[src/rtl/tluh_adapter_reg.sv]
// TL-UH device port to single-cycle register interface bridge.
// Burst beats become consecutive word accesses; atomics are done as read-modify-write.

package tluh_pkg;

    parameter int unsigned TL_AW        = 32;
    parameter int unsigned TL_DW        = 32;
    parameter int unsigned TL_AIW       = 8;
    parameter int unsigned TL_DBW       = TL_DW / 8;
    parameter int unsigned TL_SZW       = 3;
    parameter int unsigned TL_BEATSMAXW = 6;

    parameter logic [2:0] OpPutFullData    = 3'h0;
    parameter logic [2:0] OpPutPartialData = 3'h1;
    parameter logic [2:0] OpArithmeticData = 3'h2;
    parameter logic [2:0] OpLogicalData    = 3'h3;
    parameter logic [2:0] OpGet            = 3'h4;
    parameter logic [2:0] OpIntent         = 3'h5;

    parameter logic [2:0] DAccessAck     = 3'h0;
    parameter logic [2:0] DAccessAckData = 3'h1;
    parameter logic [2:0] DHintAck       = 3'h2;

    typedef struct packed {
        logic                a_valid;
        logic [2:0]          a_opcode;
        logic [2:0]          a_param;
        logic [TL_SZW-1:0]   a_size;
        logic [TL_AIW-1:0]   a_source;
        logic [TL_AW-1:0]    a_address;
        logic [TL_DBW-1:0]   a_mask;
        logic [TL_DW-1:0]    a_data;
        logic                d_ready;
    } tluh_h2d_t;

    typedef struct packed {
        logic                d_valid;
        logic [2:0]          d_opcode;
        logic [2:0]          d_param;
        logic [TL_SZW-1:0]   d_size;
        logic [TL_AIW-1:0]   d_source;
        logic                d_sink;
        logic [TL_DW-1:0]    d_data;
        logic                d_error;
        logic                a_ready;
    } tluh_d2h_t;

endpackage

module tluh_adapter_reg
    import tluh_pkg::*;
#(
    parameter  int unsigned RegAw = 8,
    parameter  int unsigned RegDw = 32,
    localparam int unsigned RegBw = RegDw / 8
) (
    input  logic                    clk_i,
    input  logic                    rst_ni,
    input  tluh_h2d_t               tl_i,
    output tluh_d2h_t               tl_o,
    output logic [TL_BEATSMAXW-1:0] intention_blocks_o,
    output logic                    intent_o,
    output logic                    ie_o,
    output logic                    re_o,
    output logic                    we_o,
    output logic [RegAw-1:0]        addr_o,
    output logic [RegDw-1:0]        wdata_o,
    output logic [RegBw-1:0]        be_o,
    input  logic [RegDw-1:0]        rdata_i,
    input  logic                    error_i
);

    localparam int unsigned      WordShift   = $clog2(RegBw);
    localparam logic [TL_SZW-1:0] WordShiftSz = TL_SZW'(WordShift);

    typedef enum logic [1:0] {StIdle, StAccess, StWrite, StResp} state_e;

    state_e                  state_q;
    logic                    a_ready_q;
    logic                    d_valid_q;
    logic [2:0]              d_opcode_q;
    logic [RegDw-1:0]        d_data_q;
    logic                    d_error_q;
    logic [2:0]              opcode_q;
    logic [2:0]              param_q;
    logic [TL_SZW-1:0]       size_q;
    logic [TL_AIW-1:0]       source_q;
    logic [RegDw-1:0]        adata_q;
    logic [RegAw-1:0]        base_q;
    logic [TL_BEATSMAXW-1:0] beat_cnt_q;
    logic [TL_BEATSMAXW-1:0] beats_q;
    logic                    re_q;
    logic                    we_q;
    logic                    ie_q;
    logic                    intent_q;
    logic [TL_BEATSMAXW-1:0] blocks_q;
    logic [RegAw-1:0]        addr_q;
    logic [RegDw-1:0]        wdata_q;
    logic [RegBw-1:0]        be_q;

    logic                    accept;
    logic                    first_beat;
    logic                    last_beat;
    logic                    single_shot;
    logic [RegAw-1:0]        a_base;
    logic [RegAw-1:0]        beat_addr;
    logic [RegAw-1:0]        next_addr;
    logic [TL_BEATSMAXW-1:0] a_beats;
    logic [RegDw-1:0]        amo_new;
    logic                    amo_ok;
    logic                    unused_addr;

    assign accept     = tl_i.a_valid & a_ready_q;
    assign first_beat = (beat_cnt_q == '0);
    assign last_beat  = ((beat_cnt_q + TL_BEATSMAXW'(1)) >= beats_q);
    // Intent and unsupported opcodes always complete in one response.
    assign single_shot = (opcode_q == OpIntent) || (opcode_q > OpIntent);
    assign a_base     = {tl_i.a_address[RegAw-1:WordShift], {WordShift{1'b0}}};
    assign beat_addr  = first_beat ? a_base
                                   : base_q + (RegAw'(beat_cnt_q) << WordShift);
    assign next_addr  = base_q + (RegAw'(beat_cnt_q + TL_BEATSMAXW'(1)) << WordShift);
    assign unused_addr = ^{tl_i.a_address[TL_AW-1:RegAw], tl_i.a_address[WordShift-1:0]};

    always_comb begin
        a_beats = TL_BEATSMAXW'(1);
        if (tl_i.a_size > WordShiftSz) begin
            a_beats = TL_BEATSMAXW'(1) << (tl_i.a_size - WordShiftSz);
        end
    end

    // Old value comes straight from rdata_i while the read strobe is up.
    always_comb begin
        amo_new = rdata_i;
        amo_ok  = 1'b1;
        if (opcode_q == OpArithmeticData) begin
            case (param_q)
                3'd0: amo_new = ($signed(rdata_i) < $signed(adata_q)) ? rdata_i : adata_q;
                3'd1: amo_new = ($signed(rdata_i) > $signed(adata_q)) ? rdata_i : adata_q;
                3'd2: amo_new = (rdata_i < adata_q) ? rdata_i : adata_q;
                3'd3: amo_new = (rdata_i > adata_q) ? rdata_i : adata_q;
                3'd4: amo_new = rdata_i + adata_q;
                default: amo_ok = 1'b0;
            endcase
        end else begin
            case (param_q)
                3'd0: amo_new = rdata_i ^ adata_q;
                3'd1: amo_new = rdata_i | adata_q;
                3'd2: amo_new = rdata_i & adata_q;
                3'd3: amo_new = adata_q;
                default: amo_ok = 1'b0;
            endcase
        end
    end

    always_ff @(posedge clk_i or negedge rst_ni) begin
        if (!rst_ni) begin
            state_q    <= StIdle;
            a_ready_q  <= 1'b1;
            d_valid_q  <= 1'b0;
            d_opcode_q <= '0;
            d_data_q   <= '0;
            d_error_q  <= 1'b0;
            opcode_q   <= '0;
            param_q    <= '0;
            size_q     <= '0;
            source_q   <= '0;
            adata_q    <= '0;
            base_q     <= '0;
            beat_cnt_q <= '0;
            beats_q    <= '0;
            re_q       <= 1'b0;
            we_q       <= 1'b0;
            ie_q       <= 1'b0;
            intent_q   <= 1'b0;
            blocks_q   <= '0;
            addr_q     <= '0;
            wdata_q    <= '0;
            be_q       <= '0;
        end else begin
            ie_q <= 1'b0;
            case (state_q)
                StIdle: begin
                    if (accept) begin
                        opcode_q  <= tl_i.a_opcode;
                        param_q   <= tl_i.a_param;
                        size_q    <= tl_i.a_size;
                        source_q  <= tl_i.a_source;
                        adata_q   <= tl_i.a_data;
                        a_ready_q <= 1'b0;
                        if (first_beat) begin
                            base_q  <= a_base;
                            beats_q <= a_beats;
                        end
                        state_q <= StAccess;
                        case (tl_i.a_opcode)
                            OpGet, OpArithmeticData, OpLogicalData: begin
                                re_q   <= 1'b1;
                                addr_q <= beat_addr;
                                be_q   <= tl_i.a_mask;
                            end
                            OpPutFullData, OpPutPartialData: begin
                                we_q    <= 1'b1;
                                addr_q  <= beat_addr;
                                wdata_q <= tl_i.a_data;
                                be_q    <= (tl_i.a_opcode == OpPutFullData) ? '1 : tl_i.a_mask;
                            end
                            OpIntent: begin
                                ie_q     <= 1'b1;
                                intent_q <= tl_i.a_param[0];
                                blocks_q <= a_beats;
                            end
                            default: begin
                                state_q    <= StResp;
                                d_valid_q  <= 1'b1;
                                d_opcode_q <= DAccessAck;
                                d_data_q   <= '0;
                                d_error_q  <= 1'b1;
                            end
                        endcase
                    end
                end
                StAccess: begin
                    re_q    <= 1'b0;
                    we_q    <= 1'b0;
                    state_q <= StResp;
                    case (opcode_q)
                        OpGet: begin
                            d_valid_q  <= 1'b1;
                            d_opcode_q <= DAccessAckData;
                            d_data_q   <= rdata_i;
                            d_error_q  <= error_i;
                        end
                        OpPutFullData, OpPutPartialData: begin
                            d_valid_q  <= 1'b1;
                            d_opcode_q <= DAccessAck;
                            d_data_q   <= '0;
                            d_error_q  <= error_i;
                        end
                        OpArithmeticData, OpLogicalData: begin
                            d_opcode_q <= DAccessAckData;
                            d_data_q   <= rdata_i;
                            if (error_i || !amo_ok) begin
                                d_valid_q <= 1'b1;
                                d_error_q <= 1'b1;
                            end else begin
                                we_q    <= 1'b1;
                                wdata_q <= amo_new;
                                state_q <= StWrite;
                            end
                        end
                        OpIntent: begin
                            d_valid_q  <= 1'b1;
                            d_opcode_q <= DHintAck;
                            d_data_q   <= '0;
                            d_error_q  <= 1'b0;
                        end
                        default: begin
                            d_valid_q  <= 1'b1;
                            d_opcode_q <= DAccessAck;
                            d_data_q   <= '0;
                            d_error_q  <= 1'b1;
                        end
                    endcase
                end
                StWrite: begin
                    we_q      <= 1'b0;
                    d_valid_q <= 1'b1;
                    d_error_q <= error_i;
                    state_q   <= StResp;
                end
                StResp: begin
                    if (tl_i.d_ready) begin
                        d_valid_q <= 1'b0;
                        if (single_shot || last_beat) begin
                            beat_cnt_q <= '0;
                        end else begin
                            beat_cnt_q <= beat_cnt_q + TL_BEATSMAXW'(1);
                        end
                        // Get bursts need no further A beats; others wait for the next one.
                        if (opcode_q == OpGet && !last_beat) begin
                            re_q    <= 1'b1;
                            addr_q  <= next_addr;
                            state_q <= StAccess;
                        end else begin
                            a_ready_q <= 1'b1;
                            state_q   <= StIdle;
                        end
                    end
                end
                default: begin
                    state_q   <= StIdle;
                    a_ready_q <= 1'b1;
                end
            endcase
        end
    end

    always_comb begin
        tl_o          = '0;
        tl_o.a_ready  = a_ready_q;
        tl_o.d_valid  = d_valid_q;
        tl_o.d_opcode = d_opcode_q;
        tl_o.d_param  = '0;
        tl_o.d_size   = size_q;
        tl_o.d_source = source_q;
        tl_o.d_sink   = 1'b0;
        tl_o.d_data   = d_data_q;
        tl_o.d_error  = d_error_q;
    end

    assign intention_blocks_o = blocks_q;
    assign intent_o           = intent_q;
    assign ie_o               = ie_q;
    assign re_o               = re_q;
    assign we_o               = we_q;
    assign addr_o             = addr_q;
    assign wdata_o            = wdata_q;
    assign be_o               = be_q;

endmodule

[config.mk]
export PLATFORM = sky130hd
export DESIGN_NAME = tluh_adapter_reg
export DESIGN_NICKNAME = d
export VERILOG_FILES = /design/src/rtl/tluh_adapter_reg.sv
export SDC_FILE = /design/constraint.sdc
export NUM_CORES = 1
export LEC_CHECK = 0
export ABC_AREA = 0
export BUFFER_PORTS_ARGS = -buffer_cell sky130_fd_sc_hd__buf_2
export CAP_MARGIN = 10
export CORE_MARGIN = 4
export CORE_UTILIZATION = 47
export DETAILED_ROUTE_END_ITERATION = 12
export PLACE_DENSITY = 0.75
export RECOVER_POWER = 50
export SYNTH_ARGS = -nofsm -noshare
export SYNTH_HDL_FRONTEND = slang
export SYNTH_SLANG_ARGS = --single-unit
[constraint.sdc]
create_clock -name clk_i -period 6.8 [get_ports clk_i]
set_clock_uncertainty 0.1 [all_clocks]
set_input_delay 1.36 -clock clk_i [delete_from_list [all_inputs] [get_ports clk_i]]
set_output_delay 1.36 -clock clk_i [all_outputs]
set_load 0.05 [all_outputs]
After elaboration in Yosys (flattened, before gate mapping)
Cells that the tools add are included.
Storage, ports and cells
  bits of input ports: 122
  word-level logic and storage cells: 172
  register bits after elaboration: 161
Operators by class
  add/subtract/negate cells: 6
  bitwise logic cells: 4
  $lt $le $gt $ge: 7
  shifts and indexed selects: 1
  equality and inequality tests: 28
  reductions and logical operators: 39
  multiplexer cells: 65
Operators by type and width (number)
  32-bit 2-to-1 mux: 12
  32-bit case mux with 5 select lines: 1
  32-bit case mux with 2 select lines: 2
  32-bit case mux with 4 select lines: 1
  32-bit > comparator: 2
  32-bit less-than comparator: 2
  8-bit 2-to-1 mux: 5
  32-bit adder: 1
  32-bit AND: 1
  32-bit OR: 1
  32-bit bitwise XOR: 1
  1-bit 2-to-1 mux: 25
  3-bit by 2-bit equality test with 1-bit output (second input constant): 6
  8-bit adder: 2
  2-bit != test (second input constant): 8
  8-bit case mux with 2 select lines: 1
  3-bit equality test (second input constant): 5
  3-bit AND reduction: 5
  5-bit AND reduction: 3
  6-bit by 1-bit adder with 6-bit output (second input constant): 2
  6-bit 2-to-1 mux: 2
  1-bit case mux with 3 select lines: 4
  4-bit AND reduction: 3
  5-bit OR reduction: 2
  other kinds (33): 53

Depth between registers and ports, before layout
  word-level depth: 9
  depth in mapped cells: 13
  gate-level depth less buffers: 11

Least setup slack after synthesis
OpenSTA, ideal clock, no wires.
  path type: in2reg
  from: in rdata_i[29]
  to: reg wdata_q[24], in the netlist wdata_o[24]
  setup time: 0.121 ns
  arrival: 3.737 ns
  required time: 6.579 ns
  slack: 2.842 ns
  cell stages on the path: 12
  cells stage by stage: inv_1 ha_1 nor4_4 nand4_1 a21oi_1 nor3_2 and4_1 a211o_1 a31o_4 buf_6 a221o_1 o2bb2ai_1
Between the ends
  cells in the longest elaborated chain, start to end: 7
  elaborated cells on any way between the ends: 13
Ends and longest elaborated chain
  start: declaration: line 69  | input logic [RegDw-1:0] rdata_i,
  32-bit > comparator (tied with other cells): line 140  | 3'd3: amo_new = (rdata_i > adata_q) ? rdata_i : adata_q;
  32-bit 2-to-1 mux (on tied branches)
  32-bit case mux with 5 select lines (*): line 136  | case (param_q)
  32-bit 2-to-1 mux (*): line 135  | if (opcode_q == OpArithmeticData) begin
  32-bit 2-to-1 mux (*): line 242  | if (error_i || !amo_ok) begin
  32-bit 2-to-1 mux (*): line 226  | case (opcode_q)
  32-bit case mux with 2 select lines (*): line 181  | case (state_q)
  end signal: assignment: line 204  | wdata_q <= tl_i.a_data;
  end signal: assignment: line 247  | wdata_q <= amo_new;
  end: declaration: line 98  | logic [RegDw-1:0] wdata_q;
Mark *: on every way between the ends. The rest lies on a longest branch, timed or not. The select of a mux whose other input is x is not followed.
A chain may end at the register's enable or synchronous reset.

==> flow_summary.yaml <==
timing:
  worst_hold_slack_ns: 0.372
  slew_viol_final: 158
  period_needed_ns: 4.96
  tns_ns: 0
  slew_headroom: -1.16
  fmax_mhz: 202
  hold_violations: 0
  finalSetupViolCount: 0
  rsz0062_at_grt: "false"
  tightestPinTransition_ns: 3.23
  finalCritPeriodShare: 0.730
synth:
  synthTopCellsByArea: "dfrtp_1 (31%), ha_1 (12%), nand2_1 (5.3%)"
  yosys.area.top_type: "dfrtp_1"
  syn_inst: 1493
  synth_async_sr_flop_share: 1.00
  syn_area_mm2: 0.0127
  synth.yosys.seq_area_share: 0.311
  synth_cell_types: 82
  syn_avg_cell_area_um2: 8.52
  synth_edf_count: 0
  synth_warnings: 0
  synth_top_area_share: 0.309
  ys.flop_type: "dfrtp_1"
  synth_seq_cells: 158
critical_path:
  cpPeakStageDelay_ns: 2.23
  critPathTopFamily: "buffers and inverters"
  cp_num_buf_inv: 2
  crit_arrival_ns: 5.06
  start_kind: "input pin"
  crit_chain: "clkbuf_1, clkbuf_2"
  cp.required_ns: 6.90
  setup.worst_path.class: "in -> async"
  critPathSlowestCell: "clkbuf_1"
  cp_max_fo: 56
  endpoint_kind: "asynchronous set/reset pin"
pwr:
  leakage_nw: 6.87
  seqPwrFrac: 0.211
  power_frac_clock: 0.131
  p_per_area_mw_per_mm2: 532
  switchingPower_mw: 4.15
  internal-power_mw: 3.52
  swShare: 0.541
  vdd_drop_max_uv: 316
  p_comb_frac: 0.658
detailed_routing:
  vias: 12200
  initialDrtViolationCount: 1093
  viasPerCell: 6.18
  dr.pass1.iters: 6
  wl_um: 39900
  routedWlPerCell_um: 20.3
  ant_nets: 0
  drc_errors: 0
layout:
  final_nets: 1865
  stdcell_area_mm2: 0.0144
  drive_gt1_frac: 0.185
  area_growth_pct: 13.3
  n_fill_cell: 2399
floorplan:
  die_h_um: 172
  die_w_um: 172
  core_mm2: 0.0264
  boundaryPins: 229
  num_rows: 59
  dieArea_mm2: 0.0298
  start_util: 0.483
clock_network:
  clock_sinks: 158
  clkTransAtPathRegs_ns: 0.07
  worstSkewPairLatency_ns: 0.45
  cts_setup_buffers: 0
  hold_buffers: 0
  htreeDepth: 4
  cts_tree: "yes"
  cts-resized-gates: 0
  cts_buffer_depth: 2
  clockRootBuffer: "clkbuf_16"
  cts_buffers: 17
global_route:
  antenna_found_initial: 4
  use_met3: 0.0588
  globalRouteMet2Util: 0.435
  met1_usage: 0.351
  grt-busiest-layer: "met2"
  grt_pass1_wl_um: 63000
  track_usage: 0.265
  grt_pass1_vias: 11800
  overflow: 0
  grt_start_max_net_pins: 59
placement:
  gp_congestion: 0.914
  dp_hpwl_um: 27700
  placed_area_mm2: 0.0138
  io_buffers: 195
outcome:
  outcome: "complete, but fails checks"
  violations: "max-capacitance violations, max-slew violations"
hold_path:
  min_path_type: "reg -> reg"
job:
  maxCapViolCount: 3
-- placed cells by master, fill, tap and decap left out, types with 8 or more instances in the layout --
master and count:
inv_1 136, buf_2 193, clkbuf_16 17, a31oi_1 9
a21oi_1 106, a21o_1 22, o21ai_0 126, mux2_2 24
buf_4 12, a221oi_1 32, o211ai_1 12, nor2_1 73
nand2b_1 10, dfrtp_1 156, xor2_1 12, a22oi_1 14
o221ai_1 34, nand3_1 14, ha_1 119, a22o_1 35
mux4_2 14, mux2i_1 13, nand2_1 180, xnor2_1 27
o21bai_1 8, nor3_1 11, or3_1 10, o22ai_1 15
a211oi_1 21, nand4_1 12
-- through the flow --
step / instances / power [mW] / util / worst slack (ns)
final: 1970 / 7.67 / 0.547 / 1.84
after global routing: 1970 / 8.18 / 0.547 / 1.05
after CTS: 1968 / 7.63 / 0.548 / 2.19
after detailed placement: 1936 / 6.59 / 0.525 / 1.73
after global placement: 1936 / 6.47 / 0.525 / 1.79
after floorplan: 1499 / 5.34 / - / 2.84
-- cell usage after synthesis (24+ instances only) --
| master | number |
|---|---|
| o21ai_0 | 126 |
| nor2_1 | 75 |
| ha_1 | 120 |
| dfrtp_1 | 157 |
| o221ai_1 | 34 |
| a221oi_1 | 32 |
| a22o_1 | 35 |
| a21oi_1 | 107 |
| mux2_2 | 24 |
| clkbuf_1 | 68 |
| inv_1 | 136 |
| nand2_1 | 180 |
| xnor2_1 | 27 |
-- per-layer routing --
| layer | vias up | wire [um] | part of all wire |
|---|---|---|---|
| met5 | - | 21 | 0.00053 |
| met4 | 4 | 1060 | 0.027 |
| met3 | 79 | 3590 | 0.090 |
| met2 | 573 | 18600 | 0.47 |
| met1 | 5886 | 16700 | 0.42 |
| li1 | 5625 | - | - |
-- cell type report --
class / instances / area, um^2 / area share
Antenna cell: 2 / 5.00 / 0.000347
Clock buffer: 18 / 429 / 0.0298
Clock inverter: 14 / 174 / 0.0121
Inverter: 138 / 518 / 0.0360
Multi-Input combinational cell: 1094 / 7830 / 0.543
Sequential cell: 158 / 3960 / 0.275
Tap cell: 335 / 419 / 0.0291
Timing Repair Buffer: 211 / 1080 / 0.0750
-- tightest hold or removal path, cell delays in order, from the launching register on --
cell     delay (ns)
dfrtp_1        0.34
nand2_1        0.05
nand2_1        0.05
-- registers in the layout (all words and copies together), names as in the netlist, 4 cells and up --
signal	cells
d_data_q	32
addr_o	6
beats_q	6
intention_blocks_o	6
base_q	6
source_q	8
beat_cnt_q	6
be_o	4
wdata_o	32
adata_q	32
-- path summary, 6_finish.rpt --
| path | start | to | slack, ns | depth (start not counted) |
|---|---|---|---|---|
| max | rst_ni | param_q[0]$_DFFE_PN0P_ | 1.84 | 2 |
| min | source_q[2]$_DFFE_PN0P_ | source_q[2]$_DFFE_PN0P_ | 0.37 | 2 |
| max reg2reg | state_q[1]$_DFFE_PN0P_ | wdata_o[0]$_DFFE_PN0P_ | 2.55 | 10 |
| min reg2reg | source_q[2]$_DFFE_PN0P_ | source_q[2]$_DFFE_PN0P_ | 0.37 | 2 |
| max in group clk_i | rdata_i[19] | wdata_o[15]$_DFFE_PN0P_ | 2.12 | 13 |
| min in group asynchronous | rst_ni | d_data_q[15]$_DFFE_PN0P_ | 1.88 | 1 |
-- power groups by stage --
stage / clock network (mW) / registers [mW] / logic, mW
2_1_floorplan: 0 / 2.36 / 2.98
3_3_place_gp: 0 / 1.60 / 4.87
3_5_place_dp: 0 / 1.62 / 4.97
4_1_cts: 1.02 / 1.61 / 5.00
5_1_grt: 1.05 / 1.67 / 5.45
6_report: 1.00 / 1.62 / 5.05
-- logic make-up (layout without fill, tap and decap cells) --
logic type | count (synthesis) | in the layout | synth area share
XOR/XNOR | 39 | 39 | 0.0269
AND/OR/NAND/NOR | 365 | 365 | 0.133
buffers and inverters | 247 | 381 | 0.0796
other | 1 | 9 | 0.000295
AO/OA/AOI/OAI | 509 | 509 | 0.270
multiplexers | 51 | 51 | 0.0563
flip-flops | 158 | 158 | 0.311
adder cells (fa/ha/maj) | 123 | 123 | 0.123
Power figures use the tool's default switching activity.
